[src/rtl/rect_sum_unit.sv]
`default_nettype none
// ============================================================================
// Module   : rect_sum_unit
// Brief    : Weighted Haar rectangle sum from four integral-image corner reads.
// Revision : 1.0 - initial release
// ============================================================================
module rect_sum_unit #(
    parameter int W_DATA   = 20,
    parameter int W_COORD  = 5,
    parameter int W_WIN    = 25,
    parameter int W_II     = 18,
    parameter int W_IIADDR = 10,
    parameter int W_WEIGHT = 4,
    parameter int W_OUT    = 22
) (
    input  logic                clk,
    input  logic                rst,
    input  logic                in_valid,
    output logic                in_ready,
    input  logic [W_DATA-1:0]   in_rect,
    input  logic [W_WEIGHT-1:0] in_weight,
    output logic                ii_en,
    output logic [W_IIADDR-1:0] ii_addr,
    input  logic [W_II-1:0]     ii_data,
    output logic                out_valid,
    input  logic                out_ready,
    output logic [W_OUT-1:0]    out_sum,
    output logic                out_err
);

    typedef enum logic [2:0] {
        S_IDLE = 3'd0,
        S_RD_A = 3'd1,
        S_RD_B = 3'd2,
        S_RD_C = 3'd3,
        S_RD_D = 3'd4,
        S_ACC  = 3'd5,
        S_MUL  = 3'd6,
        S_OUT  = 3'd7
    } state_t;

    localparam logic [W_COORD:0] C_LIMIT = (W_COORD+1)'(W_WIN - 1);

    state_t                      r_state;
    state_t                      w_next;
    logic [W_DATA-1:0]           r_rect;
    logic [W_WEIGHT-1:0]         r_weight;
    logic signed [W_II+1:0]      r_acc;
    logic                        r_ii_en;
    logic [W_IIADDR-1:0]         r_ii_addr;
    logic [W_OUT-1:0]            r_sum;
    logic                        r_err;

    logic [W_DATA-1:0]           w_src;
    logic [W_COORD:0]            w_x, w_y, w_w, w_h, w_xw, w_yh;
    logic                        w_null, w_oob, w_accept, w_rd_next;
    logic [W_COORD:0]            w_row, w_col;
    logic [W_IIADDR-1:0]         w_row_ext, w_addr;
    logic signed [W_II+1:0]      w_ii_ext;
    logic signed [W_OUT-1:0]     w_prod;

    // While idle the live descriptor drives the A address; afterwards the captured one.
    assign w_src = (r_state == S_IDLE) ? in_rect : r_rect;
    assign w_x   = {1'b0, w_src[4*W_COORD-1 -: W_COORD]};
    assign w_y   = {1'b0, w_src[3*W_COORD-1 -: W_COORD]};
    assign w_w   = {1'b0, w_src[2*W_COORD-1 -: W_COORD]};
    assign w_h   = {1'b0, w_src[W_COORD-1:0]};
    assign w_xw  = w_x + w_w;
    assign w_yh  = w_y + w_h;

    assign w_null    = (w_w == '0) || (w_h == '0);
    assign w_oob     = (w_xw > C_LIMIT) || (w_yh > C_LIMIT);
    assign w_accept  = (r_state == S_IDLE) && in_valid;
    assign w_rd_next = (w_next == S_RD_A) || (w_next == S_RD_B) ||
                       (w_next == S_RD_C) || (w_next == S_RD_D);

    always_comb begin
        w_row = w_y;
        w_col = w_x;
        case (w_next)
            S_RD_B:  w_col = w_xw;
            S_RD_C:  w_row = w_yh;
            S_RD_D: begin
                w_row = w_yh;
                w_col = w_xw;
            end
            default: ;
        endcase
    end

    // row * 25 as (row<<4) + (row<<3) + row
    assign w_row_ext = W_IIADDR'(w_row);
    assign w_addr    = (w_row_ext << 4) + (w_row_ext << 3) + w_row_ext + W_IIADDR'(w_col);

    assign w_ii_ext = $signed({2'b00, ii_data});
    // The accumulator is non-negative here, so sign-extending it equals
    // zero-extending its low W_II bits.
    assign w_prod = W_OUT'(r_acc) * {{(W_OUT-W_WEIGHT){r_weight[W_WEIGHT-1]}}, r_weight};

    always_comb begin
        w_next = r_state;
        case (r_state)
            S_IDLE: begin
                // Null/out-of-window rects pass through MUL (acc cleared) for a 1-cycle latency.
                if (in_valid) w_next = (w_null || w_oob) ? S_MUL : S_RD_A;
            end
            S_RD_A:  w_next = S_RD_B;
            S_RD_B:  w_next = S_RD_C;
            S_RD_C:  w_next = S_RD_D;
            S_RD_D:  w_next = S_ACC;
            S_ACC:   w_next = S_MUL;
            S_MUL:   w_next = S_OUT;
            S_OUT:   if (out_ready) w_next = S_IDLE;
            default: w_next = S_IDLE;
        endcase
    end

    always_ff @(posedge clk or posedge rst) begin
        if (rst) r_state <= S_IDLE;
        else     r_state <= w_next;
    end

    always_ff @(posedge clk or posedge rst) begin
        if (rst) begin
            r_rect    <= '0;
            r_weight  <= '0;
            r_acc     <= '0;
            r_ii_en   <= 1'b0;
            r_ii_addr <= '0;
            r_sum     <= '0;
            r_err     <= 1'b0;
        end else begin
            if (w_accept) begin
                r_rect   <= in_rect;
                r_weight <= in_weight;
                r_acc    <= '0;
                r_err    <= !w_null && w_oob;
            end
            r_ii_en <= w_rd_next;
            if (w_rd_next) r_ii_addr <= w_addr;
            // Read data lands one state after its request: A..D return in RD_B..ACC.
            case (r_state)
                S_RD_B:  r_acc <= w_ii_ext;
                S_RD_C:  r_acc <= r_acc - w_ii_ext;
                S_RD_D:  r_acc <= r_acc - w_ii_ext;
                S_ACC:   r_acc <= r_acc + w_ii_ext;
                S_MUL:   r_sum <= w_prod;
                default: ;
            endcase
        end
    end

    assign in_ready  = (r_state == S_IDLE);
    assign out_valid = (r_state == S_OUT);
    assign ii_en     = r_ii_en;
    assign ii_addr   = r_ii_addr;
    assign out_sum   = r_sum;
    assign out_err   = r_err;

endmodule
`default_nettype wire

[config.mk]
export PLATFORM = sky130hd
export DESIGN_NAME = rect_sum_unit
export DESIGN_NICKNAME = d
export VERILOG_FILES = /design/src/rtl/rect_sum_unit.sv
export SDC_FILE = /design/constraint.sdc
export NUM_CORES = 1
export LEC_CHECK = 0
export CAP_MARGIN = 20
export CORE_UTILIZATION = 50
export DETAILED_ROUTE_END_ITERATION = 6
export PLACE_DENSITY = 0.74
export SETUP_SLACK_MARGIN = 0.4
export SLEW_MARGIN = 20
export SYNTH_ARGS = -nofsm -noshare
export SYNTH_HDL_FRONTEND = slang
export SYNTH_SLANG_ARGS = --single-unit
[constraint.sdc]
create_clock -name clk -period 5.93 [get_ports clk]
set_input_delay 1.186 -clock clk [delete_from_list [all_inputs] [get_ports clk]]
set_output_delay 1.186 -clock clk [all_outputs]
set_load 0.02 [all_outputs]
# Word level (Yosys, flattened, before mapping)
# Cells that the tools add are included.
# W data, S select, Z words.
[op_classes] n_addsub=7 mul=1 n_lt_le_gt_ge=2 eq_ne=11 mux=9 reduce_logical=16
[ops] op="$pmux W20 S3" n=1
[ops] op="$mux W20" n=2
[ops] op="$pmux W3 S8" n=1
[ops] op="$mul A20 B4 Y22" n=1
[ops] op="$add A10 B6 Y10" n=2
[ops] op="$add A20 B19 Y20" n=1
[ops] op="$sub A20 B19 Y20" n=1
[ops] op="$eq A3 B3 Y1 const B" n=5
[ops] op="$add A5 B5 Y6" n=2
[ops] op="$eq A3 B2 Y1 const B" n=4
[ops] op="$gt A6 B5 Y1 const B" n=2
[ops] op="$logic_not A6 Y1" n=2
[ops] op="$mux W6" n=2
[ops] op="$add A10 B9 Y10" n=1
[ops] op="$mux W3" n=3
[ops] op="$eq A3 B1 Y1 const B" n=2
[ops] op="$logic_or A1 B1 Y1" n=6
[ops] op="$reduce_or A2 Y1" n=3
[ops] op="$reduce_bool A4 Y1" n=1
[ops] op="$logic_not A3 Y1" n=1
[ops] op="$logic_and A1 B1 Y1" n=2
[ops] op="$logic_not A1 Y1" n=1
[totals] register_bits=81 elab_cells=54

# Logic depth before layout (Yosys ltp)
# Gate-level depths: netlist (run 1).
[logic_depth] word_depth=15 depth_mapped=25

# Least setup slack after synthesis (run 1)
# Ideal clock, no wire load.
[synth_timing] path_type="register -> register" from="reg r_state[1]" to="reg r_ii_addr[9] (netlist: ii_addr[9])" setup_ns=0.128 arrival_ns=5.640 required_ns=5.802 setup_slack_ns=0.163 path_stages_with_launch=23 path_cell_list="dfrtp_1 -> buf_6 -> nor3_4 -> buf_6 -> clkbuf_1 -> clkbuf_1 -> mux2_2 -> fa_1 -> a21oi_1 -> nor2_1 -> nor2_1 -> xnor2_1 -> nor2_1 -> a21oi_1 -> fa_1 -> fa_1 -> ha_1 -> a21oi_1 -> nor2b_1 -> o21a_1 -> o41ai_1 -> xnor2_1 -> mux2_1"
[synth_between] elab_chain_len=15 word_cells_on_any_way=36
[synth_lines] element="start, declared" line_no="44" rtl="state_t r_state;"
[synth_lines] element="start signal, assigned" line_no="120" rtl="else r_state <= w_next;"
[synth_lines] element="$logic_not A3 Y1 *"
[synth_lines] element="via in_ready" line_no="19" rtl="output logic in_ready,"
[synth_lines] element="$mux W20" line_no="63" rtl="assign w_src = (r_state == S_IDLE) ? in_rect : r_rect;"
[synth_lines] element="$add A5 B5 Y6, on equally long branches" line_no="68, 69"
[synth_lines] element="$gt A6 B5 Y1" line_no="72" rtl="assign w_oob = (w_xw > C_LIMIT) || (w_yh > C_LIMIT);"
[synth_lines] element="$logic_or A1 B1 Y1" line_no="72"
[synth_lines] element="$logic_or A1 B1 Y1" line_no="105" rtl="if (in_valid) w_next = (w_null || w_oob) ? S_MUL : S_RD_A;"
[synth_lines] element="$mux W3 (2 in a row)" line_no="105"
[synth_lines] element="$pmux W3 S8" line_no="102" rtl="case (r_state)"
[synth_lines] element="$eq A3 B2 Y1 / $eq A3 B3 Y1 (equally long branches)" line_no="75, 80"
[synth_lines] element="$reduce_or A2 Y1 (no source line)"
[synth_lines] element="$mux W6" line_no="80" rtl="case (w_next)"
[synth_lines] element="$add A10 B9 Y10" line_no="93" rtl="assign w_addr = (w_row_ext << 4) + (w_row_ext << 3) + w_row_ext + W_IIADDR'(w_col);"
[synth_lines] element="$add A10 B6 Y10 (2 in a row)" line_no="93"
[synth_lines] element="end signal, assigned" line_no="140" rtl="if (w_rd_next) r_ii_addr <= w_addr;"
[synth_lines] element="end, declared" line_no="50" rtl="logic [W_IIADDR-1:0] r_ii_addr;"
# The timed path passes the listed nets; every way through them passes the cells marked *.
# A chain may end at the register's enable or synchronous reset.

# Worst setup path in the final report (run 1)
[layout_timing] from="in in_rect[2]" to="reg r_ii_addr[9] (netlist: ii_addr[9])"
[layout_between] elab_chain_len=14 word_cells_on_any_way=24
[layout_lines] element="start, declared" line_no="20" rtl="input logic [W_DATA-1:0] in_rect,"
[layout_lines] element="$mux W20 *" line_no="63"
[layout_lines] element="$add A5 B5 Y6" line_no="69" rtl="assign w_yh = w_y + w_h;"
[layout_lines] element="$gt A6 B5 Y1" line_no="72"
[layout_lines] element="$logic_or A1 B1 Y1" line_no="72"
[layout_lines] element="$logic_or A1 B1 Y1" line_no="105"
[layout_lines] element="$mux W3 (2 in a row)" line_no="105"
[layout_lines] element="$pmux W3 S8" line_no="102"
[layout_lines] element="$eq A3 B2 Y1 / $eq A3 B3 Y1 (equally long branches)" line_no="75, 80"
[layout_lines] element="$reduce_or A2 Y1 (no source line)"
[layout_lines] element="$mux W6" line_no="80"
[layout_lines] element="$add A10 B9 Y10" line_no="93"
[layout_lines] element="$add A10 B6 Y10 (2 in a row)" line_no="93"
# Every way passes the cells marked *; elsewhere a longest branch is shown, timed or not.

==> flow_summary.ini, run 1 <==
[synthesis]
syn_inst = 957
yosys.area.top_type = dfrtp_1
ys_async_sr_fraction_pct = 100
synth_top_area_share_pct = 24.1
yosys-top-cells-area = dfrtp_1 24%, ha_1 13%, fa_1 11%
syn_avg_cell_area_um2 = 8.78
synth_edf_count = 0
synth_cell_types = 62
ys_seq_area_share_pct = 24.1
synth_area_um2 = 8400
syn_nets = 1138
yosys_warnings = 0
synthFlopType = dfrtp_1
ys_ff_latch = 81

[grt]
grt_antenna_before_repair = 0
grt_pass1_vias = 7144
grt_pass1_wl_mm = 33.5
overflow = 0
grt_usage_pct = 23.9
grt_max_degree = 51

[timing]
setup_viol = 0
worst_slew_pin_slew_ns = 1.05
holdWs_ns = 0.475
timing.fmax_ghz = 0.190
final.setup_skew_ns = 0.00696
finalCriticalPeriod_ns = 5.26
worst_slack_ns = 0.672
final_max_slew_viol_count = 0
final_hold_viol_count = 0
finalCritPeriodShare_pct = 88.7
rsz0062_at_grt = false
max-slew-margin-rel_pct = 29.8

[routing]
vias = 7076
vias_per_cell = 5.61
first_pass_iters = 4
wl_per_cell_um = 15.7
drt_iter0_drc = 298
drc_errors = 0
drt-total-wl_mm = 19.8
ant_nets = 0

[placed_design]
dp_slack_ns = -0.0212
gp_congestion = 0.941
hpwl_mm = 14.8
port_buffers = 81

[clocking]
clock_latency_ns = 0.36
cts.reportedPaths.clkPinSlew_ns = 0.06
holdBufCountCts = 0
cts_buffers = 9
cts.htree.levels = 3
clock-root-buffer = clkbuf_16
tritoncts = built
cts.sink_count = 81
clockBufferDepth = 2

[min_path]
hold_path_class = flip-flop to flip-flop

[critical_path]
slowest_delay_ns = 0.53
required_ns = 6.17
path_cells = clkdlybuf4s50_1 -> mux2i_1 -> inv_1 -> ha_1 -> a21o_1 -> a31o_2 -> xnor2_1 -> nor2_1 -> a21oi_2 -> inv_1 -> fa_1 -> inv_1 -> ha_1 -> ha_1 -> a21o_1 -> a21oi_2 -> nor2b_1 -> o21a_1 -> o41ai_2 -> xnor2_1 -> mux2_1
slowest_stage = fa_1
end_kind = flip-flop
crit_type = input pin to flip-flop
critPathArrivalTime_ns = 5.50
critPathLaunchType = input pin
cp_max_fo = 5

[finish]
antenna_cells = 0
drive_gt1_share_pct = 7.77
num-fill-cells = 1490
final_nets = 1218
area_growth_pct = 17.8

[status]
status = complete, no violations

[floorplan]
core_um2 = 16500
start_util_pct = 51.0
fp.dieH_um = 132
die_area_um2 = 17300
fp-row-count = 47
die_width_um = 132
ioPinCount = 82

[flow_run]
maxCapViolCount = 0
[synthesized netlist by cell type (15+ instances only)]
master and number:
dfrtp_1 81, nand2_1 154, mux2_2 27, nor3_1 22
and2_1 24, a21oi_1 44, inv_1 82, o21a_1 17
fa_1 47, clkbuf_1 29, a21o_1 15, nor2_1 45
xor2_1 22, o21ai_0 40, nand2b_1 28, xnor2_1 38
ha_1 88
[flip-flops by register name, summed over array words and instances, names as in the netlist]
name and cells:
r_weight 4, r_state 3, r_acc 20, out_sum 22
out_err 1, ii_addr 10, r_rect 20, ii_en 1
[repair_timing]
| action | CTS | global route |
|---|---|---|
| pin swaps | 0 | 3 |
| setup buffers | 0 | 1 |
| setup endpoints to repair | 2 | 4 |
| resized for setup | 1 | 9 |
[critical path: cells and delay by family]
family | cells | cell delay, ns
fa+ha+maj | 4 | 1.42
xor+xnor | 2 | 0.25
compound gates | 7 | 1.36
simple gates | 2 | 0.13
mux | 2 | 0.50
buf+inv | 4 | 0.68
[per-layer routing]
| metal | wire length (µm) | vias to the layer above | GRT usage (%) | share of wire, % |
|---|---|---|---|---|
| met5 | 0 | - | 0 | 0 |
| met4 | 308 | 0 | 6.85 | 1.6 |
| met3 | 706 | 29 | 4.13 | 3.6 |
| met2 | 10300 | 134 | 44.0 | 52 |
| met1 | 8460 | 3458 | 28.4 | 43 |
| li1 | - | 3455 | - | - |
[cell usage in the layout (no fill, tap or decap), drive strengths merged, types with 24 or more instances in the layout]
cell type	Yosys	layout
o21ai	53	53
nand2b	28	28
nor2	45	45
a21oi	45	45
nand2	154	154
fa	47	47
inv	82	81
mux2	38	38
xnor2	38	38
clkdlybuf4s50	0	81
and2	24	24
dfrtp	81	81
ha	88	88
[through the flow]
step / cell area, µm² / util (%) / setup TNS (ns) / cells
finish: 9900 / 60.1 / 0 / 1262
global route: 9900 / 60.1 / 0 / 1262
CTS: 9830 / 59.7 / 0 / 1260
detailed placement: 9480 / 57.6 / -0.0212 / 1244
global placement: 9480 / 57.6 / 0 / 1244
floorplan: 8410 / - / 0 / 957
[final cells by class]
class | count | area (µm²) | share of cell area [%]
timing repair buffer | 101 | 973 | 9.84
sequential | 81 | 2030 | 20.5
multi-input combinational | 762 | 5970 | 60.3
inverter | 82 | 309 | 3.12
clock buffer | 10 | 239 | 2.41
clock inverter | 6 | 105 | 1.06
tap | 220 | 275 | 2.78
[kinds of logic (layout without fill, tap and decap cells)]
logic type | count (synthesis) | after routing | share of synthesized area (%)
AO/OA/AOI/OAI | 199 | 199 | 15.7
XOR/XNOR | 61 | 61 | 6.52
adder cells (fa/ha/maj) | 135 | 135 | 24.3
buffers and inverters | 114 | 199 | 5.36
flip-flops | 81 | 81 | 24.1
multiplexers | 47 | 47 | 6.21
AND/OR/NAND/NOR | 320 | 320 | 17.8
[worst paths after layout]
kind	startpoint	end	slack (ns)	depth (start not counted)
max	in_rect[2]	ii_addr[9]	0.67	21
min in group asynchronous	rst	r_rect[8]	1.17	2
max reg2reg	r_state[1]	ii_addr[9]	0.80	21
min reg2reg	r_rect[11]	r_rect[11]	0.48	2
max in group asynchronous	rst	r_acc[10]	3.96	3
min	r_rect[11]	r_rect[11]	0.48	2
Power of run 1 is not shown: default switching activity piles up to over one toggle a cycle in this logic, so the estimate is an artifact.
==> inputs of run 2 (changes only) <==
--- a/config.mk
+++ b/config.mk
@@ -8,6 +8,7 @@
 export CAP_MARGIN = 20
 export CORE_UTILIZATION = 50
 export DETAILED_ROUTE_END_ITERATION = 6
+export GPL_TIMING_DRIVEN = 0
 export PLACE_DENSITY = 0.74
 export SETUP_SLACK_MARGIN = 0.4
 export SLEW_MARGIN = 20
==> run 2 against run 1 <==
Core utilization is 1.0 points higher. Via count increased by 2.2%. Fmax is 3.9% lower. Cell count is 2.1% higher. Register-to-register slack worse by 0.31 ns. Hold slack got worse by 0.0030 ns. Routed wire length is 4.2% higher. Sequential share of layout area is 0.32 points lower. Clock skew about the same. Sequential cell count did not move.
==> flow_summary.ini, run 2 (synthesis gave the netlist of run 1 again) <==
[status]
status = complete, no violations

[critical_path]
cp_num_buf_inv = 3
cp_max_fo = 5
crit_start = in_rect[1]
crit_type = input pin to flip-flop
critPathMostFrequentCell = ha_1
end_kind = flip-flop
path_cells = clkdlybuf4s50_1 -> mux2_2 -> ha_1 -> a21o_1 -> a31o_2 -> xnor2_1 -> nor2_1 -> a21oi_2 -> inv_1 -> fa_1 -> inv_1 -> ha_1 -> ha_1 -> a21o_1 -> a21oi_4 -> nor2b_1 -> o21a_1 -> o41ai_2 -> xnor2_1 -> mux2_4
critPathArrivalTime_ns = 5.71
r2r_cells = 23
r2r-start = r_state[2]
r2r_end = ii_addr[9]
r2r_slack_ns = 0.49
critPathLaunchType = input pin
required_ns = 6.17
slowest_stage = fa_1
slowest_delay_ns = 0.56
cp_top_family = compound AO/OA/AOI/OAI gates

[grt]
overflow = 0
grt_usage_pct = 24.7
met3_usage_pct = 3.82
grt_pass1_vias = 7028
use_met2_pct = 42.4
grt_antenna_before_repair = 0
grtUsageMet1_pct = 31.8
grt_pass1_wl_mm = 34.4
grt_max_degree = 50
busiest_layer = met2

[finish]
final_common_cell = nand2_1
mostFrequentLayoutCells = 154 x nand2_1, 86 x ha_1, 81 x inv_1
seq_area_um2 = 2030
final_nets = 1246
largest_register_ffs = 22
fin_area_um2 = 10100
num-fill-cells = 1430
drive_gt1_share_pct = 8.33
area_growth_pct = 19.8
antenna_cells = 0
multiInputGateArea_um2 = 6030

[floorplan]
start_util_pct = 51.0
die_area_um2 = 17300
die_width_um = 132
fp.dieH_um = 132
fp-row-count = 47
ioPinCount = 82
core_um2 = 16500

[min_path]
holdPathStages = 2
min_to = r_rect[9]
worstHoldStart = r_rect[9]
hold_path_class = flip-flop to flip-flop

[routing]
drt-total-wl_mm = 20.6
vias_per_cell = 5.61
ant_nets = 0
drt_iter0_drc = 380
first_pass_iters = 5
drc_errors = 0
vias = 7232
wl_per_cell_um = 16.0

[clocking]
cts.reportedPaths.clkPinSlew_ns = 0.06
holdBufCountCts = 0
cts.htree.levels = 3
clock-root-buffer = clkbuf_16
tritoncts = built
clockBufferDepth = 2
clock_latency_ns = 0.35
cts.sink_count = 81
cts_buffers = 9

[timing]
holdWs_ns = 0.472
timing.fmax_ghz = 0.183
worst_slack_ns = 0.456
final_hold_viol_count = 0
setup_viol = 0
rsz0062_at_grt = true
max-slew-margin-rel_pct = 36.8
final_max_slew_viol_count = 0
finalCritPeriodShare_pct = 92.3
finalCriticalPeriod_ns = 5.47
final.setup_skew_ns = 0.00733
worst_slew_pin_slew_ns = 0.940

[placed_design]
placed_cell_area_um2 = 9530
gp_congestion = 0.924
port_buffers = 81
hpwl_mm = 15.5
dp_slack_ns = -0.322

[flow_run]
maxCapViolCount = 0
-- run 2: changes by cell type in the layout (fill, tap and decap cells not counted), moves of 3 or more --
cell      before  now
clkbuf_1       0   27
mux2i_1        9    6
buf_4         19   15
buf_6          0    3
mux2_4         1    4
-- run 2: metrics by stage --
| stage | TNS, ns | instances | utilization, % |
|---|---|---|---|
| after CTS | 0 | 1281 | 60.6 |
| final | 0 | 1289 | 61.1 |
| after floorplan | 0 | 957 | - |
| after detailed placement | -0.388 | 1259 | 57.9 |
| after global placement | -0.262 | 1258 | 57.6 |
| after global routing | 0 | 1289 | 61.1 |
-- run 2: cell type report --
class / instances / share of cell area (%)
inverter: 82 / 3.08
clock inverter: 5 / 0.560
timing repair buffer: 97 / 9.50
tap: 220 / 2.74
buffer: 32 / 1.62
multi-input combinational: 762 / 60.0
sequential: 81 / 20.2
clock buffer: 10 / 2.38
-- run 2: layer usage --
layer / wire length [µm] / vias to the layer above
met4: 471 / 0
met5: 0 / -
met2: 10400 / 193
li1: - / 3506
met3: 910 / 36
met1: 8870 / 3497
-- run 2: how the worst max path moves through the flow --
stage	endpoint	slack [ns]	depth (start not counted)
after floorplan	ii_addr[9]	0.42	22
after CTS	ii_addr[9]	0.43	19
after detailed placement	ii_addr[9]	-0.32	21
after global routing	ii_addr[9]	0.31	23
final	ii_addr[9]	0.46	20
after global placement	ii_addr[9]	-0.23	21
-- run 2: what timing repair did --
action	in CTS	in global routing
pin swaps	11	6
setup endpoints to repair	5	6
cloned	0	0
gates resized for setup	20	9
buffers inserted	7	8
-- run 2: worst register-to-register path, stage by stage (launching register included) --
cell and delay, ns:
dfrtp_2 0.46, nor3_4 0.23, buf_6 0.16, clkbuf_8 0.18, clkbuf_8 0.19, mux2_2 0.39, ha_1 0.21, a21o_1 0.19
a31o_2 0.26, xnor2_1 0.19, nor2_1 0.07, a21oi_2 0.19, inv_1 0.10, fa_1 0.56, inv_1 0.05, ha_1 0.30
ha_1 0.29, a21o_1 0.21, a21oi_4 0.15, nor2b_1 0.06, o21a_1 0.19, o41ai_2 0.28, xnor2_1 0.13, mux2_4 0.27
Power of run 2 is left out for the same reason.
